<file path="src/rtl/i2c_pkg.sv">
// Shared I2C definitions for the target receiver and the master side.
// Holds bus field widths, the default target address (also used by the
// master as its address constant) and the receiver state encoding.
package i2c_pkg;

    localparam int I2C_ADDR_W = 7;
    localparam int I2C_BYTE_W = 8;

    localparam logic [I2C_ADDR_W-1:0] I2C_DEFAULT_ADDR = 7'h2B;

    typedef enum logic [2:0] {
        ST_IDLE     = 3'd0,
        ST_ADDR     = 3'd1,
        ST_ADDR_ACK = 3'd2,
        ST_DATA     = 3'd3,
        ST_DATA_ACK = 3'd4,
        ST_IGNORE   = 3'd5
    } i2c_state_e;

endpackage

</file>
<file path="src/rtl/i2c_bus_sync.sv">
// Synchronizes SCL/SDA into the clk domain and detects bus events.
// Ports:
//   clk, reset      system clock, async active-low reset
//   scl_in, sda_in  raw bus lines (asynchronous)
//   scl_rise/fall   one-cycle pulses on synchronized SCL edges
//   start_det       SDA falling while SCL high and stable
//   stop_det        SDA rising while SCL high and stable
//   sda_s           synchronized SDA level
module i2c_bus_sync (
    input  logic clk,
    input  logic reset,
    input  logic scl_in,
    input  logic sda_in,
    output logic scl_rise,
    output logic scl_fall,
    output logic start_det,
    output logic stop_det,
    output logic sda_s
);

    logic [1:0] scl_sync;
    logic [1:0] sda_sync;
    logic       scl_d;
    logic       sda_d;
    logic       scl_s;

    // Reset to the idle-bus level so leaving reset never fakes an event.
    always_ff @(posedge clk or negedge reset) begin
        if (!reset) begin
            scl_sync <= 2'b11;
            sda_sync <= 2'b11;
            scl_d    <= 1'b1;
            sda_d    <= 1'b1;
        end else begin
            scl_sync <= {scl_sync[0], scl_in};
            sda_sync <= {sda_sync[0], sda_in};
            scl_d    <= scl_sync[1];
            sda_d    <= sda_sync[1];
        end
    end

    assign scl_s     = scl_sync[1];
    assign sda_s     = sda_sync[1];
    assign scl_rise  =  scl_s & ~scl_d;
    assign scl_fall  = ~scl_s &  scl_d;
    // SCL must be high in both samples, so an SCL edge can never be
    // mistaken for START/STOP.
    assign start_det =  scl_s &  scl_d &  sda_d & ~sda_s;
    assign stop_det  =  scl_s &  scl_d & ~sda_d &  sda_s;

endmodule

</file>
<file path="src/rtl/i2c_target_rx.sv">
// Receive-only I2C target. Matches a 7-bit address (write only), ACKs the
// address and each data byte, and hands bytes to the fabric with a
// one-cycle rx_valid pulse. A byte is NACKed if rx_ready is low when it
// completes, after which the rest of the transfer is ignored.
// Ports:
//   clk, reset       system clock (>= 8x SCL), async active-low reset
//   scl_in, sda_in   bus lines
//   sda_oe           1 pulls SDA low (ACK)
//   rx_data/valid    received byte and its update strobe
//   rx_ready         sink ready, sampled when a byte completes
//   busy             START..STOP
//   addr_match       address ACK..STOP / repeated START
module i2c_target_rx
    import i2c_pkg::*;
#(
    parameter logic [I2C_ADDR_W-1:0] TARGET_ADDR = I2C_DEFAULT_ADDR
) (
    input  logic                  clk,
    input  logic                  reset,
    input  logic                  scl_in,
    input  logic                  sda_in,
    output logic                  sda_oe,
    output logic [I2C_BYTE_W-1:0] rx_data,
    output logic                  rx_valid,
    input  logic                  rx_ready,
    output logic                  busy,
    output logic                  addr_match
);

    logic scl_rise, scl_fall, start_det, stop_det, sda_s;

    i2c_bus_sync u_sync (
        .clk       (clk),
        .reset     (reset),
        .scl_in    (scl_in),
        .sda_in    (sda_in),
        .scl_rise  (scl_rise),
        .scl_fall  (scl_fall),
        .start_det (start_det),
        .stop_det  (stop_det),
        .sda_s     (sda_s)
    );

    i2c_state_e            state, state_nxt;
    logic [2:0]            bit_cnt, bit_cnt_nxt;
    logic                  byte_full, byte_full_nxt;
    logic [I2C_BYTE_W-1:0] shreg, shreg_nxt;
    logic [I2C_BYTE_W-1:0] rx_data_nxt;
    logic                  sda_oe_nxt, rx_valid_nxt, addr_match_nxt;

    always_ff @(posedge clk or negedge reset) begin
        if (!reset) begin
            state      <= ST_IDLE;
            bit_cnt    <= '0;
            byte_full  <= 1'b0;
            shreg      <= '0;
            sda_oe     <= 1'b0;
            rx_data    <= '0;
            rx_valid   <= 1'b0;
            addr_match <= 1'b0;
        end else begin
            state      <= state_nxt;
            bit_cnt    <= bit_cnt_nxt;
            byte_full  <= byte_full_nxt;
            shreg      <= shreg_nxt;
            sda_oe     <= sda_oe_nxt;
            rx_data    <= rx_data_nxt;
            rx_valid   <= rx_valid_nxt;
            addr_match <= addr_match_nxt;
        end
    end

    always_comb begin
        state_nxt      = state;
        bit_cnt_nxt    = bit_cnt;
        byte_full_nxt  = byte_full;
        shreg_nxt      = shreg;
        sda_oe_nxt     = sda_oe;
        rx_data_nxt    = rx_data;
        rx_valid_nxt   = 1'b0;
        addr_match_nxt = addr_match;

        if (stop_det) begin
            state_nxt      = ST_IDLE;
            bit_cnt_nxt    = '0;
            byte_full_nxt  = 1'b0;
            sda_oe_nxt     = 1'b0;
            addr_match_nxt = 1'b0;
        end else if (start_det) begin
            state_nxt      = ST_ADDR;
            bit_cnt_nxt    = '0;
            byte_full_nxt  = 1'b0;
            sda_oe_nxt     = 1'b0;
            addr_match_nxt = 1'b0;
        end else begin
            case (state)
                ST_ADDR, ST_DATA: begin
                    // byte_full marks 8 bits shifted; the decision waits for
                    // the following SCL fall so sda_oe only moves with SCL low.
                    if (scl_rise && !byte_full) begin
                        shreg_nxt   = {shreg[I2C_BYTE_W-2:0], sda_s};
                        bit_cnt_nxt = bit_cnt + 3'd1;
                        if (bit_cnt == 3'd7)
                            byte_full_nxt = 1'b1;
                    end else if (scl_fall && byte_full) begin
                        byte_full_nxt = 1'b0;
                        if (state == ST_ADDR) begin
                            if (shreg[7:1] == TARGET_ADDR && !shreg[0]) begin
                                sda_oe_nxt = 1'b1;
                                state_nxt  = ST_ADDR_ACK;
                            end else begin
                                state_nxt  = ST_IGNORE;
                            end
                        end else if (rx_ready) begin
                            rx_data_nxt  = shreg;
                            rx_valid_nxt = 1'b1;
                            sda_oe_nxt   = 1'b1;
                            state_nxt    = ST_DATA_ACK;
                        end else begin
                            state_nxt    = ST_IGNORE;
                        end
                    end
                end
                ST_ADDR_ACK: begin
                    if (scl_fall) begin
                        sda_oe_nxt     = 1'b0;
                        addr_match_nxt = 1'b1;
                        bit_cnt_nxt    = '0;
                        state_nxt      = ST_DATA;
                    end
                end
                ST_DATA_ACK: begin
                    if (scl_fall) begin
                        sda_oe_nxt  = 1'b0;
                        bit_cnt_nxt = '0;
                        state_nxt   = ST_DATA;
                    end
                end
                ST_IGNORE: sda_oe_nxt = 1'b0;
                default:   ;
            endcase
        end
    end

    assign busy = (state != ST_IDLE);

endmodule

</file>
<file path="config.mk">
export PLATFORM = sky130hd
export DESIGN_NAME = i2c_target_rx
export DESIGN_NICKNAME = d
export VERILOG_FILES = /design/src/rtl/i2c_pkg.sv /design/src/rtl/i2c_bus_sync.sv /design/src/rtl/i2c_target_rx.sv
export SDC_FILE = /design/constraint.sdc
export NUM_CORES = 1
export LEC_CHECK = 0
export CORE_UTILIZATION = 50
export DETAILED_ROUTE_END_ITERATION = 6
export GPL_TIMING_DRIVEN = 0
export PLACE_DENSITY = 0.79
export SYNTH_ARGS = -nofsm -noshare
export SYNTH_HDL_FRONTEND = slang
export SYNTH_HIERARCHICAL = 1
export SYNTH_SLANG_ARGS = --single-unit
</file>
<file path="constraint.sdc">
create_clock -name clk -period 4.2 [get_ports clk]
set_input_delay 0.63 -clock clk [delete_from_list [all_inputs] [get_ports clk]]
set_output_delay 0.63 -clock clk [all_outputs]
set_load 0.02 [all_outputs]
</file>
* Yosys cells after proc, flatten, opt, wreduce, memory -nomap -nowiden
Cells that the tools add are included.
** Operators by class
- Shift operators :: 0
- Reductions and logical operators :: 21
- Equal/unequal tests :: 14
- Muxes and demuxes :: 40
- $mul :: 0
- Bitwise gates (word level) :: 15
- Divide/modulo/power cells :: 0
- $lt $le $gt $ge :: 0
- Add/sub/neg operators :: 1
** Operators by type and width (number)
- $mux W3 :: 11
- $mux W1 :: 26
- $ne A4 B4 Y1 const B :: 3
- $pmux W3 S2 :: 2
- $reduce_bool A3 Y1 :: 4
- $ne A5 B5 Y1 const B :: 2
- $eq A3 B3 Y1 const B :: 3
- $not A1 Y1 :: 8
- $reduce_and A4 Y1 :: 2
- $reduce_bool A4 Y1 :: 2
- $and A1 B1 Y1 :: 7
- $eq A7 B6 Y1 const B :: 1
- $reduce_and A7 Y1 :: 1
- $eq A3 B2 Y1 const B :: 2
- $reduce_and A3 Y1 :: 2
- $reduce_and A6 Y1 :: 1
- $reduce_bool A5 Y1 :: 1
- $ne A4 B1 Y1 const B :: 1
- $ne A4 B3 Y1 const B :: 1
- $reduce_or A2 Y1 :: 2
- $add A3 B1 Y3 const B :: 1
- $eq A3 B1 Y1 const B :: 1
- $logic_and A1 B1 Y1 :: 3
- $pmux W1 S3 :: 1
- other kinds (2) :: 3
** Word-level totals
- Memory bits (read-only) :: 0
- Bits in writable memories :: 0
- Memories :: 0
- Bits of input ports :: 5
- Output and inout bits :: 12
- Latch bits :: 0
- Bits in registers :: 32

* Depth between registers and ports, before layout
- Word-level depth :: 9
- Gate-level depth with buffers :: 7
- Mapped depth without buffers :: 6

* Hierarchy
The synthesis kept the hierarchy.
** Modules (own cells, without submodules)
- i2c_target_rx :: area each 1244.9 µm², times used 1, seq. area each 650.6 µm², cells an instance 102
- i2c_bus_sync :: area each 190.2 µm², times used 1, seq. area each 157.7 µm², cells an instance 10

* Least setup slack after synthesis
OpenSTA, ideal clock, no wires.
- Path type :: reg2reg
- Start point :: register u_sync.sda_sync[1]
- End point :: register shreg[0]
- Path slack :: 2234 ps
- Data required time :: 4075 ps
- Period minus slack after synthesis :: 1966 ps
- Stages on the path, launching flop included :: 6
- Data arrival time :: 1841 ps
- Cells stage by stage :: dfstp_2 and4b_1 or2_1 clkbuf_1 nor3_4 mux2_2
** On the way
- Word-level cells in the longest chain between the ends :: 4
- Elaborated cells between the ends (all ways) :: 6
** Ends and longest elaborated chain
- start: declaration :: line i2c_bus_sync.sv:22 : logic [1:0] sda_sync;
- start signal: assignment :: line i2c_bus_sync.sv:36 : sda_sync <= {sda_sync[0], sda_in};
- $not A1 Y1 :: line i2c_bus_sync.sv:48 : assign start_det = scl_s & scl_d & sda_d & ~sda_s;
- $and A1 B1 Y1 :: line i2c_bus_sync.sv:48
- via start_det :: line i2c_target_rx.sv:30 : logic scl_rise, scl_fall, start_det, stop_det, sda_s;
- $not A1 Y1 (no source line)
- $reduce_and A4 Y1 (no source line)
- end signal: assignment :: line i2c_target_rx.sv:65 : shreg <= shreg_nxt;
- end: declaration :: line i2c_target_rx.sv:47 : logic [I2C_BYTE_W-1:0] shreg, shreg_nxt;
The timed path passes the listed nets, and every way through them passes these cells.
A chain may end at the register's enable or synchronous reset.

* Worst setup path in the final report
- Start point :: register state[1]
- End point :: output busy
** On the way
- Word-level cells in the longest chain between the ends :: 1
** Ends and longest elaborated chain
- start: declaration :: line i2c_target_rx.sv:44 : i2c_state_e state, state_nxt;
- start signal: assignment :: line i2c_target_rx.sv:62 : state <= state_nxt;
- $reduce_bool A3 Y1 :: line i2c_target_rx.sv:145 : assign busy = (state != ST_IDLE);
- end: declaration :: line i2c_target_rx.sv:26 : output logic busy,
Every way passes these cells.

==> impl_summary.log <==
[metrics] status: finished, final reports clean
[metrics] number of synthesized register bits: 32
[metrics] Core Box Area: between 2000 and 3000 um^2
[metrics] slew at the pin closest to its max-slew limit: about 0.68 ns
[metrics] Syn Nets: around 120
[metrics] global-route wire length before repair: 4.40 mm
[metrics] flip-flop cell with the highest count after synthesis: dfrtp_1
[metrics] Pwr per Cell Area: around 580 nW/um^2
[metrics] total cell area at the placement stage: approximately 1600 um^2
[metrics] gpl congestion: 0.798
[metrics] CTS tree: built
[metrics] Final Hold Vio Count: 0
[metrics] Core Rows: 19
[metrics] length of routed wiring on met1: between 1 and 1.5 mm
[metrics] max-slew violation total from the final report: 0
[metrics] Final Non-Filler Cells: approximately 170
[metrics] number of buffers between clock root and the deepest sink: 2
[metrics] area grow syn2layout: 18.3%
[metrics] setup TNS after final layout: 0 ns
[metrics] worst supply voltage drop on vdd: 0.575 mV
[metrics] chip width: roughly 56 um
[metrics] HPWL after detailed placement: ~1.7 mm
[metrics] Hold Path Class: primary input to asynchronous set/reset pin
[metrics] capturing element type of the critical path: output pin
[metrics] max layer used: met4
[metrics] CTS Buf Count: 5
[metrics] total length of routed met3 wires: between 100 and 150 um
[metrics] final-report setup violation count: 0
[metrics] post-route cell area: ~1700 um^2
[metrics] Met2 Wirelength: roughly 1.2 mm
[metrics] number of antenna violations at the first check in global routing: 0
[metrics] vias: between 900 and 1000
[metrics] number of antenna-violating nets in the routed design: 0
[metrics] Layout Nets: ~140
[metrics] largest net degree at the start of global routing: 33
[metrics] share of synthesized registers carrying an async set or reset: 1.00
[metrics] FF-to-FF setup slack: ~2.0 ns
[metrics] Critical Path RT: 3.57 ns
[metrics] worst relative slew slack: 0.549
[metrics] count of buffers added by post-CTS timing repair for setup: 0
[metrics] DRC violation count after routing: 0
[metrics] signal arrival time at the worst endpoint: 1.65 ns
[metrics] highest net fanout along the worst path: 10
[metrics] Worst Skew: approximately 0.013 ns
[metrics] vias in the first global route: approximately 950
[metrics] Worst Setup Path Type: flop to output pin
[metrics] Mapped Cells: between 100 and 150
[metrics] starting DRC count in detailed routing: 25
[metrics] post-detailed-route wirelength per cell: approximately 15 um
[metrics] number of clock sinks: 32
[metrics] Period Utilization, post-route: 0.543
[metrics] Diodes inserted: 0
[metrics] FF+latch area: between 800 and 900 um^2
[metrics] DR vias/cell: around 5.7
[metrics] Yosys warning total: 6
[metrics] Initial Util: 0.525
[metrics] upper clock frequency limit: roughly 0.44 GHz
[metrics] post-synth design cell area: around 1400 um^2
[metrics] most common cell after layout, fill and taps aside: dfrtp_1
[metrics] clock-pin slew of the registers on the worst-case setup and hold paths: approximately 0.11 ns
[metrics] post-layout minimum cycle time: approximately 2.3 ns
[metrics] Cells after DPL: between 150 and 200
[metrics] clock insertion delay at the later pin of the skew report: 0.33 ns
[metrics] global-route total usage across every layer: 0.191
[metrics] area of combinational cells with multiple inputs: roughly 600 um^2
[metrics] number of flops mapped to enable cells by yosys: 0
[metrics] most frequent cells in the layout: dfrtp_1 (26), mux2_2 (17), clkdlybuf4s50_1 (15)
[metrics] Yosys cell types: 34
[metrics] fin util: 0.621
[metrics] post_cts resized: 0
[metrics] Startpoint Class: flop
[metrics] layout cell share with drive strength beyond 1: 0.294
[metrics] setup repair after global routing missed its margin: no
[metrics] num ports: 17
[metrics] die area: 3090 um^2
[metrics] clock tree root buffer cell: clkbuf_4
[metrics] final wirelength: 2.51 mm
[metrics] drt pass-1 iters: 6
[metrics] Post-CTS Hold Buffers: 0
[metrics] max-capacitance violation count: 0
[metrics] synthesized area per cell: about 13 um^2
[metrics] number of port buffers: 16
[metrics] total congestion overflow after global routing: 0
[metrics] CTS H-Tree Depth: 2
[metrics] Pleak: 0.771 nW
[metrics] number of filler instances in the final layout: between 200 and 250
[metrics] sequential share of the synthesized area: 0.563
[metrics] die height: between 50 and 60 um
==> power by group <==
part	switching, mW	leakage, nW	internal, mW
Sequential	0.0479	0.407	0.381
Combinational	0.182	0.325	0.165
Clock	0.102	0.0386	0.0984
Total	0.332	0.771	0.644
==> state kept, by name, indices dropped and copies added, names as in the netlist <==
register / flops
rx_data: 8
bit_cnt: 3
state: 3
u_sync/sda_d: 1
u_sync/scl_d: 1
sda_oe: 1
addr_match: 1
shreg: 8
rx_valid: 1
u_sync/scl_sync: 2
byte_full: 1
u_sync/sda_sync: 2
==> per-layer routing <==
| layer | up-vias | global-route usage |
|---|---|---|
| met1 | 467 | 0.247 |
| met4 | 0 | 0.0786 |
| li1 | 455 | - |
| met5 | - | 0 |
| met2 | 23 | 0.284 |
| met3 | 6 | 0.0814 |
==> cell usage after synthesis, types with 2 or more instances <==
cell | number | area share
o311ai_1 | 2 | 0.012
nand2_1 | 7 | 0.018
and4b_1 | 2 | 0.014
nor2b_1 | 6 | 0.026
nor3_4 | 2 | 0.023
dfstp_2 | 6 | 0.11
nor3_1 | 2 | 0.0070
nor2_1 | 8 | 0.021
mux2_2 | 17 | 0.13
mux2i_1 | 3 | 0.021
a22o_1 | 2 | 0.012
dfrtp_1 | 26 | 0.45
nand4b_1 | 2 | 0.012
o31ai_1 | 2 | 0.010
ha_1 | 2 | 0.017
a31oi_1 | 3 | 0.013
a21oi_1 | 3 | 0.010
==> metrics by stage <==
step	hold slack, ns	worst slack (ns)	total power, mW
6_report	0.315	1.92	0.976
5_1_grt	0.366	1.84	1.05
4_1_cts	0.362	1.90	0.983
3_5_place_dp	0.348	1.93	0.784
3_3_place_gp	0.346	1.95	0.771
2_1_floorplan	0.334	2.23	0.684
==> critical path, cell delays in order (launching register included) <==
cell and delay (ns):
dfrtp_1 0.37, buf_2 0.18, nor2_1 0.18, nand2_1 0.07, clkdlybuf4s50_1 0.53
==> path summary, 6_finish.rpt <==
path / startpoint / end / cells after the start
min: reset / addr_match / 1
max in group asynchronous: reset / shreg[0] / 1
min in group clk: u_sync/scl_sync[0] / u_sync/scl_sync[1] / 0
max: state[1] / busy / 4
max reg2reg: u_sync/sda_sync[1] / rx_data[2] / 5
min reg2reg: u_sync/scl_sync[0] / u_sync/scl_sync[1] / 0
==> final cells by class <==
class                           count  share of cell area
Clock buffer                        8              0.0405
Inverter                            1             0.00221
Multi-Input combinational cell     75               0.354
Timing Repair Buffer               16              0.0914
Tap cell                           31              0.0228
Sequential cell                    32               0.476
Buffer                              4              0.0125
==> cell families after synthesis <==
| group | Yosys count | share of synthesized area |
|---|---|---|
| DFF | 32 | 0.563 |
| xor gates and xnor gates | 1 | 0.00610 |
| adders and majority gates | 2 | 0.0174 |
| muxes | 20 | 0.154 |
| buffers and inverters | 5 | 0.0174 |
| AOI/OAI and AO/OA | 17 | 0.0863 |
| and+or+nand+nor | 35 | 0.155 |
Power figures use the tool's default switching activity.
